--- src/rtl/ds_link_rx_pkg.sv ---
// Shared constants and state encoding for the DS-link receiver.
package ds_pkg;

  localparam logic [1:0] CTRL_FCT  = 2'b00;
  localparam logic [1:0] CTRL_EOP1 = 2'b01;
  localparam logic [1:0] CTRL_EOP2 = 2'b10;
  localparam logic [1:0] CTRL_ESC  = 2'b11;

  localparam int DATA_BITS = 8;
  localparam int CTRL_BITS = 2;

  // Last seven bits of ESC+FCT in arrival order (ESC parity bit is don't-care).
  localparam logic [6:0] NULL_PAT = 7'b1110100;

  typedef enum logic [1:0] {
    S_HUNT     = 2'd0,
    S_RUN      = 2'd1,
    S_ESC_PEND = 2'd2
  } rx_state_e;

endpackage

--- src/rtl/ds_link_rx_if.sv ---
// Line pins and decoded-character outputs of the DS-link receiver.
// Optional statistics counters are present when DS_LINK_RX_STATS_EN is defined.
interface ds_link_rx_if;
  import ds_pkg::*;

  logic                 d_in;
  logic                 s_in;
  logic                 rx_valid;
  logic [DATA_BITS-1:0] rx_data;
  logic                 rx_eop;
  logic                 rx_eep;
  logic                 fct_rcvd;
  logic                 null_rcvd;
  logic                 got_null;
  logic                 par_err;
  logic                 esc_err;
  logic                 disc_err;
`ifdef DS_LINK_RX_STATS_EN
  logic [15:0]          char_cnt;
  logic [7:0]           err_cnt;

  modport master (input d_in, s_in,
                  output rx_valid, rx_data, rx_eop, rx_eep, fct_rcvd, null_rcvd,
                         got_null, par_err, esc_err, disc_err, char_cnt, err_cnt);
  modport slave  (output d_in, s_in,
                  input rx_valid, rx_data, rx_eop, rx_eep, fct_rcvd, null_rcvd,
                        got_null, par_err, esc_err, disc_err, char_cnt, err_cnt);
`else
  modport master (input d_in, s_in,
                  output rx_valid, rx_data, rx_eop, rx_eep, fct_rcvd, null_rcvd,
                         got_null, par_err, esc_err, disc_err);
  modport slave  (output d_in, s_in,
                  input rx_valid, rx_data, rx_eop, rx_eep, fct_rcvd, null_rcvd,
                        got_null, par_err, esc_err, disc_err);
`endif
endinterface

--- src/rtl/ds_link_rx_bitrec.sv ---
// DS bit recovery: synchronises d/s and emits one registered bit per d^s transition.
module ds_rx_bitrec #(
  parameter int SYNC_STAGES = 2
) (
  input  logic clk,
  input  logic rst_n,
  input  logic i_d,
  input  logic i_s,
  output logic o_bit_vld,
  output logic o_bit_val
);

  logic [SYNC_STAGES-1:0] r_d_sync;
  logic [SYNC_STAGES-1:0] r_s_sync;
  logic                   r_ds_q;
  logic                   r_bit_vld;
  logic                   r_bit_val;
  logic                   w_ds;

  assign w_ds = r_d_sync[SYNC_STAGES-1] ^ r_s_sync[SYNC_STAGES-1];

  always_ff @(posedge clk) begin
    if (!rst_n) begin
      r_d_sync  <= '0;
      r_s_sync  <= '0;
      r_ds_q    <= 1'b0;
      r_bit_vld <= 1'b0;
      r_bit_val <= 1'b0;
    end else begin
      r_d_sync  <= {r_d_sync[SYNC_STAGES-2:0], i_d};
      r_s_sync  <= {r_s_sync[SYNC_STAGES-2:0], i_s};
      r_ds_q    <= w_ds;
      r_bit_vld <= w_ds ^ r_ds_q;
      r_bit_val <= r_d_sync[SYNC_STAGES-1];
    end
  end

  assign o_bit_vld = r_bit_vld;
  assign o_bit_val = r_bit_val;

endmodule

--- src/rtl/ds_link_rx.sv ---
// IEEE 1355 DS-link receiver: NULL alignment, character decode, parity and disconnect detection.
// Define DS_LINK_RX_STATS_EN to add saturating char_cnt/err_cnt outputs.
module ds_link_rx
  import ds_pkg::*;
#(
  parameter int DISC_TIMEOUT = 64,
  parameter int SYNC_STAGES  = 2
) (
  input logic          clk,
  input logic          rst_n,
  ds_link_rx_if.master bus
);

  localparam int              CNT_W         = $clog2(DISC_TIMEOUT + 1);
  localparam logic [CNT_W-1:0] CNT_LAST     = CNT_W'(DISC_TIMEOUT - 1);
  localparam logic [3:0]      POS_DATA_LAST = 4'(DATA_BITS + 1);
  localparam logic [3:0]      POS_CTRL_LAST = 4'(CTRL_BITS + 1);

  logic w_bit_vld, w_bit_val;

  ds_rx_bitrec #(.SYNC_STAGES(SYNC_STAGES)) u_bitrec (
    .clk       (clk),
    .rst_n     (rst_n),
    .i_d       (bus.d_in),
    .i_s       (bus.s_in),
    .o_bit_vld (w_bit_vld),
    .o_bit_val (w_bit_val)
  );

  rx_state_e            r_state;
  logic [5:0]           r_win;
  logic [3:0]           r_pos;
  logic                 r_isctl, r_prev_par;
  logic [6:0]           r_pay;
  logic [CNT_W-1:0]     r_cnt;
  logic                 r_armed;
  logic                 r_rx_valid, r_rx_eop, r_rx_eep, r_fct, r_null;
  logic                 r_gn, r_par, r_esc, r_disc;
  logic [DATA_BITS-1:0] r_rx_data;
  logic                 r_p;

  logic [DATA_BITS-1:0] w_data;
  logic [1:0]           w_ctl;
  logic                 w_last, w_par_ok, w_disc, w_err;
  logic w_ev_null_hunt, w_ev_null_run, w_ev_par, w_ev_esc;
  logic w_ev_data, w_ev_eop, w_ev_eep, w_ev_fct, w_ev_escstart;

  // Payload shifts in LSB first; control codes are written in arrival order.
  assign w_data   = {w_bit_val, r_pay};
  assign w_ctl    = {r_pay[6], w_bit_val};
  assign w_last   = r_isctl ? (r_pos == POS_CTRL_LAST) : (r_pos == POS_DATA_LAST);
  assign w_par_ok = r_prev_par ^ r_p ^ w_bit_val;
  assign w_disc   = r_armed && !w_bit_vld && (r_cnt == CNT_LAST);
  assign w_err    = w_ev_par | w_ev_esc | w_disc;

  always_comb begin
    w_ev_null_hunt = 1'b0;
    w_ev_null_run  = 1'b0;
    w_ev_par       = 1'b0;
    w_ev_esc       = 1'b0;
    w_ev_data      = 1'b0;
    w_ev_eop       = 1'b0;
    w_ev_eep       = 1'b0;
    w_ev_fct       = 1'b0;
    w_ev_escstart  = 1'b0;
    if (r_state == S_HUNT) begin
      w_ev_null_hunt = w_bit_vld && ({r_win, w_bit_val} == NULL_PAT);
    end else if (w_bit_vld && r_pos == 4'd1) begin
      w_ev_par = !w_par_ok;
    end else if (w_bit_vld && r_pos >= 4'd2 && w_last) begin
      if (r_state == S_ESC_PEND) begin
        if (r_isctl && w_ctl == CTRL_FCT) w_ev_null_run = 1'b1;
        else                              w_ev_esc      = 1'b1;
      end else if (!r_isctl) begin
        w_ev_data = 1'b1;
      end else begin
        case (w_ctl)
          CTRL_FCT:  w_ev_fct      = 1'b1;
          CTRL_EOP1: w_ev_eop      = 1'b1;
          CTRL_EOP2: w_ev_eep      = 1'b1;
          default:   w_ev_escstart = 1'b1;
        endcase
      end
    end
  end

  always_ff @(posedge clk) begin
    if (!rst_n) begin
      r_state    <= S_HUNT;
      r_win      <= '0;
      r_pos      <= '0;
      r_isctl    <= 1'b0;
      r_prev_par <= 1'b0;
      r_p        <= 1'b0;
      r_pay      <= '0;
      r_cnt      <= '0;
      r_armed    <= 1'b0;
      r_rx_valid <= 1'b0;
      r_rx_data  <= '0;
      r_rx_eop   <= 1'b0;
      r_rx_eep   <= 1'b0;
      r_fct      <= 1'b0;
      r_null     <= 1'b0;
      r_gn       <= 1'b0;
      r_par      <= 1'b0;
      r_esc      <= 1'b0;
      r_disc     <= 1'b0;
    end else begin
      r_rx_valid <= w_ev_data | w_ev_eop | w_ev_eep;
      r_rx_eop   <= w_ev_eop;
      r_rx_eep   <= w_ev_eep;
      r_fct      <= w_ev_fct;
      r_null     <= w_ev_null_hunt | w_ev_null_run;
      r_par      <= w_ev_par;
      r_esc      <= w_ev_esc;
      r_disc     <= w_disc;
      if (w_ev_data) r_rx_data <= w_data;

      if (w_err)               r_gn <= 1'b0;
      else if (w_ev_null_hunt) r_gn <= 1'b1;

      // The disconnect counter only runs once a bit has been seen since reset or the last error.
      if (w_bit_vld)                r_cnt <= '0;
      else if (r_armed && !w_disc)  r_cnt <= r_cnt + 1'b1;
      if (w_err)          r_armed <= 1'b0;
      else if (w_bit_vld) r_armed <= 1'b1;

      if (w_err) begin
        r_state <= S_HUNT;
        r_win   <= '0;
        r_pos   <= '0;
      end else if (w_bit_vld) begin
        if (r_state == S_HUNT) begin
          r_win <= {r_win[4:0], w_bit_val};
          if (w_ev_null_hunt) begin
            r_state    <= S_RUN;
            r_prev_par <= 1'b0;
            r_pos      <= '0;
          end
        end else if (r_pos == 4'd0) begin
          r_p   <= w_bit_val;
          r_pos <= 4'd1;
        end else if (r_pos == 4'd1) begin
          r_isctl <= w_bit_val;
          r_pos   <= 4'd2;
        end else begin
          r_pay <= w_data[DATA_BITS-1:1];
          if (w_last) begin
            r_pos      <= '0;
            r_prev_par <= ^(r_isctl ? {6'd0, w_ctl} : w_data);
            if (w_ev_escstart)     r_state <= S_ESC_PEND;
            else if (w_ev_null_run) r_state <= S_RUN;
          end else begin
            r_pos <= r_pos + 4'd1;
          end
        end
      end
    end
  end

  assign bus.rx_valid  = r_rx_valid;
  assign bus.rx_data   = r_rx_data;
  assign bus.rx_eop    = r_rx_eop;
  assign bus.rx_eep    = r_rx_eep;
  assign bus.fct_rcvd  = r_fct;
  assign bus.null_rcvd = r_null;
  assign bus.got_null  = r_gn;
  assign bus.par_err   = r_par;
  assign bus.esc_err   = r_esc;
  assign bus.disc_err  = r_disc;

`ifdef DS_LINK_RX_STATS_EN
  logic [15:0] r_char_cnt;
  logic [7:0]  r_err_cnt;

  always_ff @(posedge clk) begin
    if (!rst_n) begin
      r_char_cnt <= '0;
      r_err_cnt  <= '0;
    end else begin
      if ((w_ev_data | w_ev_eop | w_ev_eep) && r_char_cnt != '1) r_char_cnt <= r_char_cnt + 16'd1;
      if (w_err && r_err_cnt != '1) r_err_cnt <= r_err_cnt + 8'd1;
    end
  end

  assign bus.char_cnt = r_char_cnt;
  assign bus.err_cnt  = r_err_cnt;
`endif

endmodule
--- src/flat_wrapper.sv ---
// flat-port wrapper written by rule: the top's interface ports become plain ports
module ds_link_rx_flat import ds_pkg::*;
#(
  parameter int DISC_TIMEOUT = 64,
  parameter int SYNC_STAGES  = 2
)
  (clk, rst_n, bus_d_in, bus_s_in, bus_rx_valid, bus_rx_data, bus_rx_eop, bus_rx_eep, bus_fct_rcvd, bus_null_rcvd, bus_got_null, bus_par_err, bus_esc_err, bus_disc_err);
  ds_link_rx_if bus_i ();
  input logic clk;
  input logic rst_n;
  input wire logic [$bits(bus_i.d_in)-1:0] bus_d_in;
  input wire logic [$bits(bus_i.s_in)-1:0] bus_s_in;
  output wire logic [$bits(bus_i.rx_valid)-1:0] bus_rx_valid;
  output wire logic [$bits(bus_i.rx_data)-1:0] bus_rx_data;
  output wire logic [$bits(bus_i.rx_eop)-1:0] bus_rx_eop;
  output wire logic [$bits(bus_i.rx_eep)-1:0] bus_rx_eep;
  output wire logic [$bits(bus_i.fct_rcvd)-1:0] bus_fct_rcvd;
  output wire logic [$bits(bus_i.null_rcvd)-1:0] bus_null_rcvd;
  output wire logic [$bits(bus_i.got_null)-1:0] bus_got_null;
  output wire logic [$bits(bus_i.par_err)-1:0] bus_par_err;
  output wire logic [$bits(bus_i.esc_err)-1:0] bus_esc_err;
  output wire logic [$bits(bus_i.disc_err)-1:0] bus_disc_err;
  assign bus_i.d_in = bus_d_in;
  assign bus_i.s_in = bus_s_in;
  assign bus_rx_valid = bus_i.rx_valid;
  assign bus_rx_data = bus_i.rx_data;
  assign bus_rx_eop = bus_i.rx_eop;
  assign bus_rx_eep = bus_i.rx_eep;
  assign bus_fct_rcvd = bus_i.fct_rcvd;
  assign bus_null_rcvd = bus_i.null_rcvd;
  assign bus_got_null = bus_i.got_null;
  assign bus_par_err = bus_i.par_err;
  assign bus_esc_err = bus_i.esc_err;
  assign bus_disc_err = bus_i.disc_err;
  ds_link_rx #(.DISC_TIMEOUT(DISC_TIMEOUT), .SYNC_STAGES(SYNC_STAGES)) u_core (.clk(clk), .rst_n(rst_n), .bus(bus_i));
endmodule
--- config.mk ---
export PLATFORM = sky130hd
export DESIGN_NAME = ds_link_rx_flat
export DESIGN_NICKNAME = d
export VERILOG_FILES = /design/src/rtl/ds_link_rx_pkg.sv /design/src/rtl/ds_link_rx_if.sv /design/src/rtl/ds_link_rx_bitrec.sv /design/src/rtl/ds_link_rx.sv /design/src/flat_wrapper.sv
export SDC_FILE = /design/constraint.sdc
export NUM_CORES = 1
export LEC_CHECK = 0
export ABC_CLOCK_PERIOD_IN_PS = 1900
export CELL_PAD_IN_SITES_DETAIL_PLACEMENT = 1
export CELL_PAD_IN_SITES_GLOBAL_PLACEMENT = 1
export CORE_UTILIZATION = 41
export CTS_BUF_LIST = sky130_fd_sc_hd__clkbuf_4
export CTS_CLUSTER_DIAMETER = 80
export DETAILED_ROUTE_END_ITERATION = 7
export GPL_ROUTABILITY_DRIVEN = 1
export GPL_TIMING_DRIVEN = 0
export PLACE_DENSITY_LB_ADDON = 0.3
export REMOVE_ABC_BUFFERS = 1
export SLEW_MARGIN = 25
export SYNTH_ARGS = -nofsm -noshare
export SYNTH_HDL_FRONTEND = slang
export SYNTH_SLANG_ARGS = --single-unit
--- constraint.sdc ---
create_clock -name clk -period 1.9 [get_ports clk]
set_input_delay 0.38 -clock clk [delete_from_list [all_inputs] [get_ports clk]]
set_output_delay 0.38 -clock clk [all_outputs]
set_load 0.01 [all_outputs]
==> results.ini, run 1 <==
[outcome]
run_status=complete, no violations

[hold_path]
hp-class=reg2reg

[finish]
postLayoutCellArea_sq_um=2880
design.final.nets=294
mostFrequentLayoutCells=sky130_fd_sc_hd__dfxtp_1 (47), sky130_fd_sc_hd__nor2_1 (33), sky130_fd_sc_hd__nand2_1 (32)
n_antenna_cell=0
most_common_library_cell_in_the_layout_ignoring_fill_and_taps=sky130_fd_sc_hd__dfxtp_1
layout-drive-gt1-share=0.182
area_growth_pct=19.6
final_util=0.517
final_cell_count_no_fill=358

[global_routing]
global_route.usage.met3=0.0360
track_usage=0.193
grt_total_ovfl=0
wire_length_of_the_first_global_routing_pass_mm=9.27
grtUsageMet1=0.241
grt_start_max_net_pins=26
grt_pass1_vias=1973
top_usage_layer=met2
grt_antenna_before_repair=0
grtUsageMet2=0.331

[critical_path]
endpoint_kind=register
timing.critical_path.required_ps=2220
timing.reg2reg.setup_slack_ps=40
cp-start-kind=register
crit_arrival_ps=2180
r2r-end=u_core.r_pay[0]
worst-setup-path-type=reg2reg
regToRegStartpoint=u_core.r_pos[0]
worst_setup_path_endpoint=u_core.r_pay[0]
critical_path.startpoint=u_core.r_pos[0]
critPathMaxFanout=7
reg2reg_depth=7

[timing]
hold_viol_final=0
grt_setup_unrepaired=yes
finClkSkew_ps=13.3
fmax_mhz=539
maxSlewViolCount=0
finalSetupViolations=0
worst-slew-pin-transition_ps=537
fin_hold_ws_ps=452
max-slew-margin-rel=0.642
final_period_minus_worst_setup_slack_ps=1860
period_utilization_post_route=0.977

[placed_design]
dp.cells=341
dpl_cell_area_sq_um=2630
io_buffer_count=20
placer_s_final_routability_congestion_estimate=0.787
post-dp-hpwl_mm=3.65

[logic_synthesis]
synth_area_leaders=sky130_fd_sc_hd__dfxtp_1 (45%), sky130_fd_sc_hd__mux2i_1 (7.1%), sky130_fd_sc_hd__nor2_1 (5.3%)
netlist-cell-type-count=51
synth-async-reset-ratio=0
synth_top_area_share=0.449
synth_compound_area_frac=0.101
synth.yosys.seq_area_share=0.449
netlist_area_sq_um=2410
main_combinational_cell_family_by_area_after_synthesis=simple AND/OR/NAND/NOR gates
synth.largest_area_cell=sky130_fd_sc_hd__dfxtp_1
synthesis.instances=260
synth_mux_area_frac=0.0706
ys.warnings.count=0
synthSimpleGateAreaFrac=0.261
yosys.area_share.xor_xnor=0.0519
dominantRegCellSynth=sky130_fd_sc_hd__dfxtp_1
synth_enable_flop_cells=0
synth.avg_cell_area_sq_um=9.26
synth-adder-area-share=0.0260
ys_ff_latch=54

[clocking]
cts_num_sinks=54
cts.clk_slew.worst_paths_ps=160
clock_tree.buffer_depth=2
worstSkewPairLatency_ps=380
ctsHtreeMaxLevel=2
tritoncts=yes
clock_tree.root_cell=sky130_fd_sc_hd__clkbuf_4
cts.hold.buffers_added=0
tritoncts.num_buffers=5

[run]
drv_cap=0

[power_and_ir_drop]
ir_drop_mv=0.417
p_leak_nw=1.07
design_power_total_mw=1.74
p_per_area_nw_per_um2=605

[routing]
drt_first_pass_iters=4
initialDrtViolationCount=33
number_of_vias_after_detailed_routing=1908
drt-vias-per-instance=5.33
finalWirelength_mm=5.46
drt.antenna.violating_nets=0
drc=0
wl_per_cell_microns=15.3

[die]
die_h_microns=78.6
core_area_sq_um=5570
io_pins=21
effective_utilization_at_floorplan=0.432
die_width_microns=78.6
die_area_sq_um=6190
rows=27

final cells by class:
cell class | count | area, sq um
Timing Repair Buffer | 29 | 283
Multi-Input combinational cell | 191 | 1340
Inverter | 4 | 15.0
Fill cell | 647 | 2690
Clock inverter | 3 | 20.0
Sequential cell | 54 | 1100
Clock buffer | 5 | 37.5
Tap cell | 72 | 90.1
critical path, stage by stage (launching register included):
cell and delay (ps):
sky130_fd_sc_hd__dfxtp_4 400, sky130_fd_sc_hd__inv_1 90, sky130_fd_sc_hd__ha_1 180, sky130_fd_sc_hd__or3b_2 510
sky130_fd_sc_hd__nand3_2 150, sky130_fd_sc_hd__nor2_1 90, sky130_fd_sc_hd__nand3_4 160, sky130_fd_sc_hd__mux2i_1 210
registers in the layout, summed over array words and instances, names as in the netlist, 2 cells and up:
signal / cells
u_core.bus.rx_data: 8
u_core.r_state: 2
u_core.u_bitrec.r_s_sync: 2
u_core.r_pos: 4
u_core.u_bitrec.r_d_sync: 2
u_core.r_cnt: 7
u_core.r_win: 6
u_core.r_pay: 7
power by group:
| group | internal (mW) | switching [mW] |
|---|---|---|
| sequential | 1.14 | 0.0162 |
| combinational | 0.0212 | 0.0403 |
| clock | 0.146 | 0.378 |
synthesized netlist by cell type (2+ instances only):
master and count:
sky130_fd_sc_hd__o31ai_1 2, sky130_fd_sc_hd__xnor2_1 5, sky130_fd_sc_hd__nand2_1 32, sky130_fd_sc_hd__dfxtp_1 54, sky130_fd_sc_hd__ha_1 5, sky130_fd_sc_hd__nor4b_1 2
sky130_fd_sc_hd__or2_2 2, sky130_fd_sc_hd__nor3b_1 2, sky130_fd_sc_hd__o21a_1 2, sky130_fd_sc_hd__mux2i_1 17, sky130_fd_sc_hd__a31oi_1 3, sky130_fd_sc_hd__a21oi_2 2
sky130_fd_sc_hd__a31o_2 2, sky130_fd_sc_hd__clkbuf_1 5, sky130_fd_sc_hd__and3_1 2, sky130_fd_sc_hd__o21ai_0 7, sky130_fd_sc_hd__a21oi_1 13, sky130_fd_sc_hd__xor2_1 4
sky130_fd_sc_hd__nand3b_1 2, sky130_fd_sc_hd__inv_1 4, sky130_fd_sc_hd__buf_6 4, sky130_fd_sc_hd__and2_1 10, sky130_fd_sc_hd__buf_2 2, sky130_fd_sc_hd__or3_1 3
sky130_fd_sc_hd__nand3_4 2, sky130_fd_sc_hd__nor2_1 34, sky130_fd_sc_hd__and4_1 2, sky130_fd_sc_hd__nand3_1 8, sky130_fd_sc_hd__nand4_1 4, sky130_fd_sc_hd__nor3_1 3
metrics by stage:
step / setup TNS, ps / setup slack [ps]
6_report: 0 / 44.1
5_1_grt: -250 / -45.4
4_1_cts: -41.5 / -11.9
3_5_place_dp: -15480 / -611
3_3_place_gp: -20930 / -1590
2_1_floorplan: -7480 / -896
kinds of logic after synthesis:
group,after synthesis
and+or+nand+nor,119
DFF,54
AOI/OAI and AO/OA,38
muxes,17
buffers and inverters,16
xor gates and xnor gates,11
adders and majority gates,5
per-layer routing:
metal | part of all wire | up-vias
met4 | 0.014 | 0
met3 | 0.028 | 6
met5 | 0 | -
met2 | 0.50 | 28
met1 | 0.46 | 926
li1 | - | 948
worst min path at each step:
stage / slack [ps] / start / to / cells past startpoint
3_5_place_dp: 430 / u_core.u_bitrec.r_s_sync[0] / u_core.u_bitrec.r_s_sync[1] / 1
3_3_place_gp: 410 / u_core.u_bitrec.r_d_sync[0] / u_core.u_bitrec.r_d_sync[1] / 1
5_1_grt: 470 / u_core.r_cnt[6] / u_core.r_cnt[6] / 2
6_report: 450 / u_core.r_cnt[6] / u_core.r_cnt[6] / 2
2_1_floorplan: 410 / u_core.u_bitrec.r_d_sync[0] / u_core.u_bitrec.r_d_sync[1] / 1
4_1_cts: 460 / u_core.r_cnt[6] / u_core.r_cnt[6] / 2
repair_timing:
action	in CTS	in global routing
endpoints found under the setup margin	40	35
gates cloned	1	0
pin swaps	3	9
gates resized for setup	16	21
buffers inserted	3	5
Power figures use the tool's default switching activity.
==> run 2, diff against run 1 <==
CORE_ASPECT_RATIO = 2   (was not set)
SKIP_LAST_GASP = 1   (was not set)
==> results.ini, run 2 (synthesized netlist as in run 1, its figures left out) <==
[power_and_ir_drop]
share_seq_of_total_power=0.626  ; -0.038
switching_share=0.224  ; -0.0259
p_per_area_nw_per_um2=631  ; +4.4%
combPwrFrac=0.034  ; about the same
power_frac_clock=0.341  ; +0.040
p_leak_nw=1.09  ; +1.5%
ir_drop_mv=0.543  ; +30%
internal-power_mw=1.43  ; +9.6%
p_sw_mw=0.413  ; -5.1%

[global_routing]
grt_start_max_net_pins=25  ; -3.8%
grt_pass1_vias=1897  ; -3.9%
grt_total_ovfl=0  ; unchanged
track_usage=0.180  ; -0.0124
grt_antenna_before_repair=0  ; unchanged
wire_length_of_the_first_global_routing_pass_mm=8.58  ; -7.4%

[timing]
finClkSkew_ps=15.6  ; +2.35 ps
period_utilization_post_route=0.977  ; about the same
maxSlewViolCount=0  ; unchanged
fmax_mhz=539  ; about the same
hold_viol_final=0  ; unchanged
worst-slew-pin-transition_ps=565  ; +28.2 ps
final_period_minus_worst_setup_slack_ps=1860  ; -0.160 ps
finalWorstSetupSlack_ps=44.2  ; +0.160 ps
fin_hold_ws_ps=448  ; -4.24 ps
finalSetupViolations=0  ; unchanged
max-slew-margin-rel=0.619  ; -0.0228
final_layout_setup_total_negative_slack_ps=0  ; unchanged

[finish]
final_cell_count_no_fill=347  ; -3.1%
mostFrequentLayoutCells=sky130_fd_sc_hd__dfxtp_1 (47), sky130_fd_sc_hd__nor2_1 (33), sky130_fd_sc_hd__nand2_1 (32)
final_util=0.517  ; about the same
n_antenna_cell=0  ; unchanged
design.final.nets=294  ; unchanged
area_growth_pct=21.5
largest_reg_flops=8  ; unchanged
most_common_library_cell_in_the_layout_ignoring_fill_and_taps=sky130_fd_sc_hd__dfxtp_1
layout-drive-gt1-share=0.192  ; +0.0105

[critical_path]
critPathMaxFanout=8  ; +1
worst-setup-path-type=reg2reg
cp_delay_by_family_top=simple AND/OR/NAND/NOR gates
worst_path_buf_inv=2  ; +1
cp_slowest_cell=sky130_fd_sc_hd__or3_4
endpoint_kind=register
cpPeakStageDelay_ps=480  ; -30 ps
path_cells=buf_6, and3b_1, o21ai_4, or3_4, buf_4, nand3_4, nor2_1
crit_arrival_ps=2130  ; -50 ps
timing.critical_path.required_ps=2180  ; -40 ps
cp-start-kind=register

[routing]
number_of_vias_after_detailed_routing=1932  ; +1.3%
drt_first_pass_iters=4  ; unchanged
drt.antenna.violating_nets=0  ; unchanged
finalWirelength_mm=5.50  ; +0.73%
drt-vias-per-instance=5.57  ; +4.5%
initialDrtViolationCount=61  ; +85%
drc=0  ; unchanged
wl_per_cell_microns=15.9  ; +3.9%

[clocking]
tritoncts.num_buffers=5  ; unchanged
cts_num_sinks=54  ; unchanged
cts.hold.buffers_added=0  ; unchanged
cts.clk_slew.worst_paths_ps=150  ; about the same
clock_tree.root_cell=sky130_fd_sc_hd__clkbuf_4
clock_tree.buffer_depth=2  ; unchanged
ctsHtreeMaxLevel=2  ; unchanged
worstSkewPairLatency_ps=390  ; about the same
tritoncts=yes

[placed_design]
place_worst_setup_slack_ps=-666  ; -55.2 ps
placer_s_final_routability_congestion_estimate=0.817  ; +3.8%
dp.cells=330  ; -3.2%
post-dp-hpwl_mm=3.76  ; +3.2%
io_buffer_count=20  ; unchanged

[die]
die_area_sq_um=6200  ; +0.30%
die_width_microns=56.2  ; -29%
core_area_sq_um=5660  ; +1.5%
effective_utilization_at_floorplan=0.426  ; -0.00659
io_pins=21  ; unchanged
rows=39  ; +44%
die_h_microns=110  ; +40%

[hold_path]
hp-class=reg2reg

[run]
drv_cap=0  ; unchanged

[outcome]
run_status=complete, no violations

run 2: cell count changes in the layout (fill, tap and decap cells not counted), sizes merged:
cell      before  now
inv            5    4
bufinv         0    1
clkinv         1    2
clkinvlp       1    0
run 2: worst paths after layout:
check	from	slack, ps	cells past startpoint	end
worst min-delay path	u_core.r_cnt[6]	450	2	u_core.r_cnt[6]
worst max register to register	u_core.r_pos[1]	40	7	u_core.r_pos[1]
worst max-delay path	u_core.r_pos[1]	40	7	u_core.r_pos[1]
worst min register to register	u_core.r_cnt[6]	450	2	u_core.r_cnt[6]
run 2: cell type report:
cell class                      count  area, sq um
Fill cell                         671         2740
Multi-Input combinational cell    191         1370
Sequential cell                    54         1100
Timing Repair Buffer               29          292
Tap cell                           61         76.3
Clock inverter                      3         40.0
Clock buffer                        5         37.5
Inverter                            4         15.0
run 2: power groups by stage:
stage	sequential, mW	clock (mW)	combinational, mW
2_1_floorplan	1.18	0	0.0358
3_3_place_gp	1.18	0	0.0593
3_5_place_dp	1.18	0	0.0598
4_1_cts	1.16	0.662	0.0597
5_1_grt	1.16	0.703	0.0705
6_report	1.16	0.629	0.0619
run 2: worst reg2reg max path: cells and delay by family, from the launching register on:
kind,cells,cell delay [ps]
AOI/OAI and AO/OA,1,130
buffers and inverters,2,310
and+or+nand+nor,4,940
DFF,1,380
run 2: metrics by stage:
step	total power [mW]	area (sq um)
floorplan	1.21	2330
global placement	1.24	2600
detailed placement	1.24	2620
CTS	1.88	2750
global route	1.93	2930
finish	1.85	2930
run 2: layer usage:
metal  share of wire  global-route usage  vias to the layer above
met2            0.58               0.355                       19
met1            0.38               0.177                      958
li1                -                   -                      948
met4           0.020              0.0836                        0
met3           0.017              0.0350                        7
met5               0                   0                        -
run 2: repair_timing:
item	4_1_cts	5_1_grt
buffers inserted	2	6
cloned	0	1
setup endpoints to repair	40	32
pin swaps	3	6
gates resized for setup	13	27
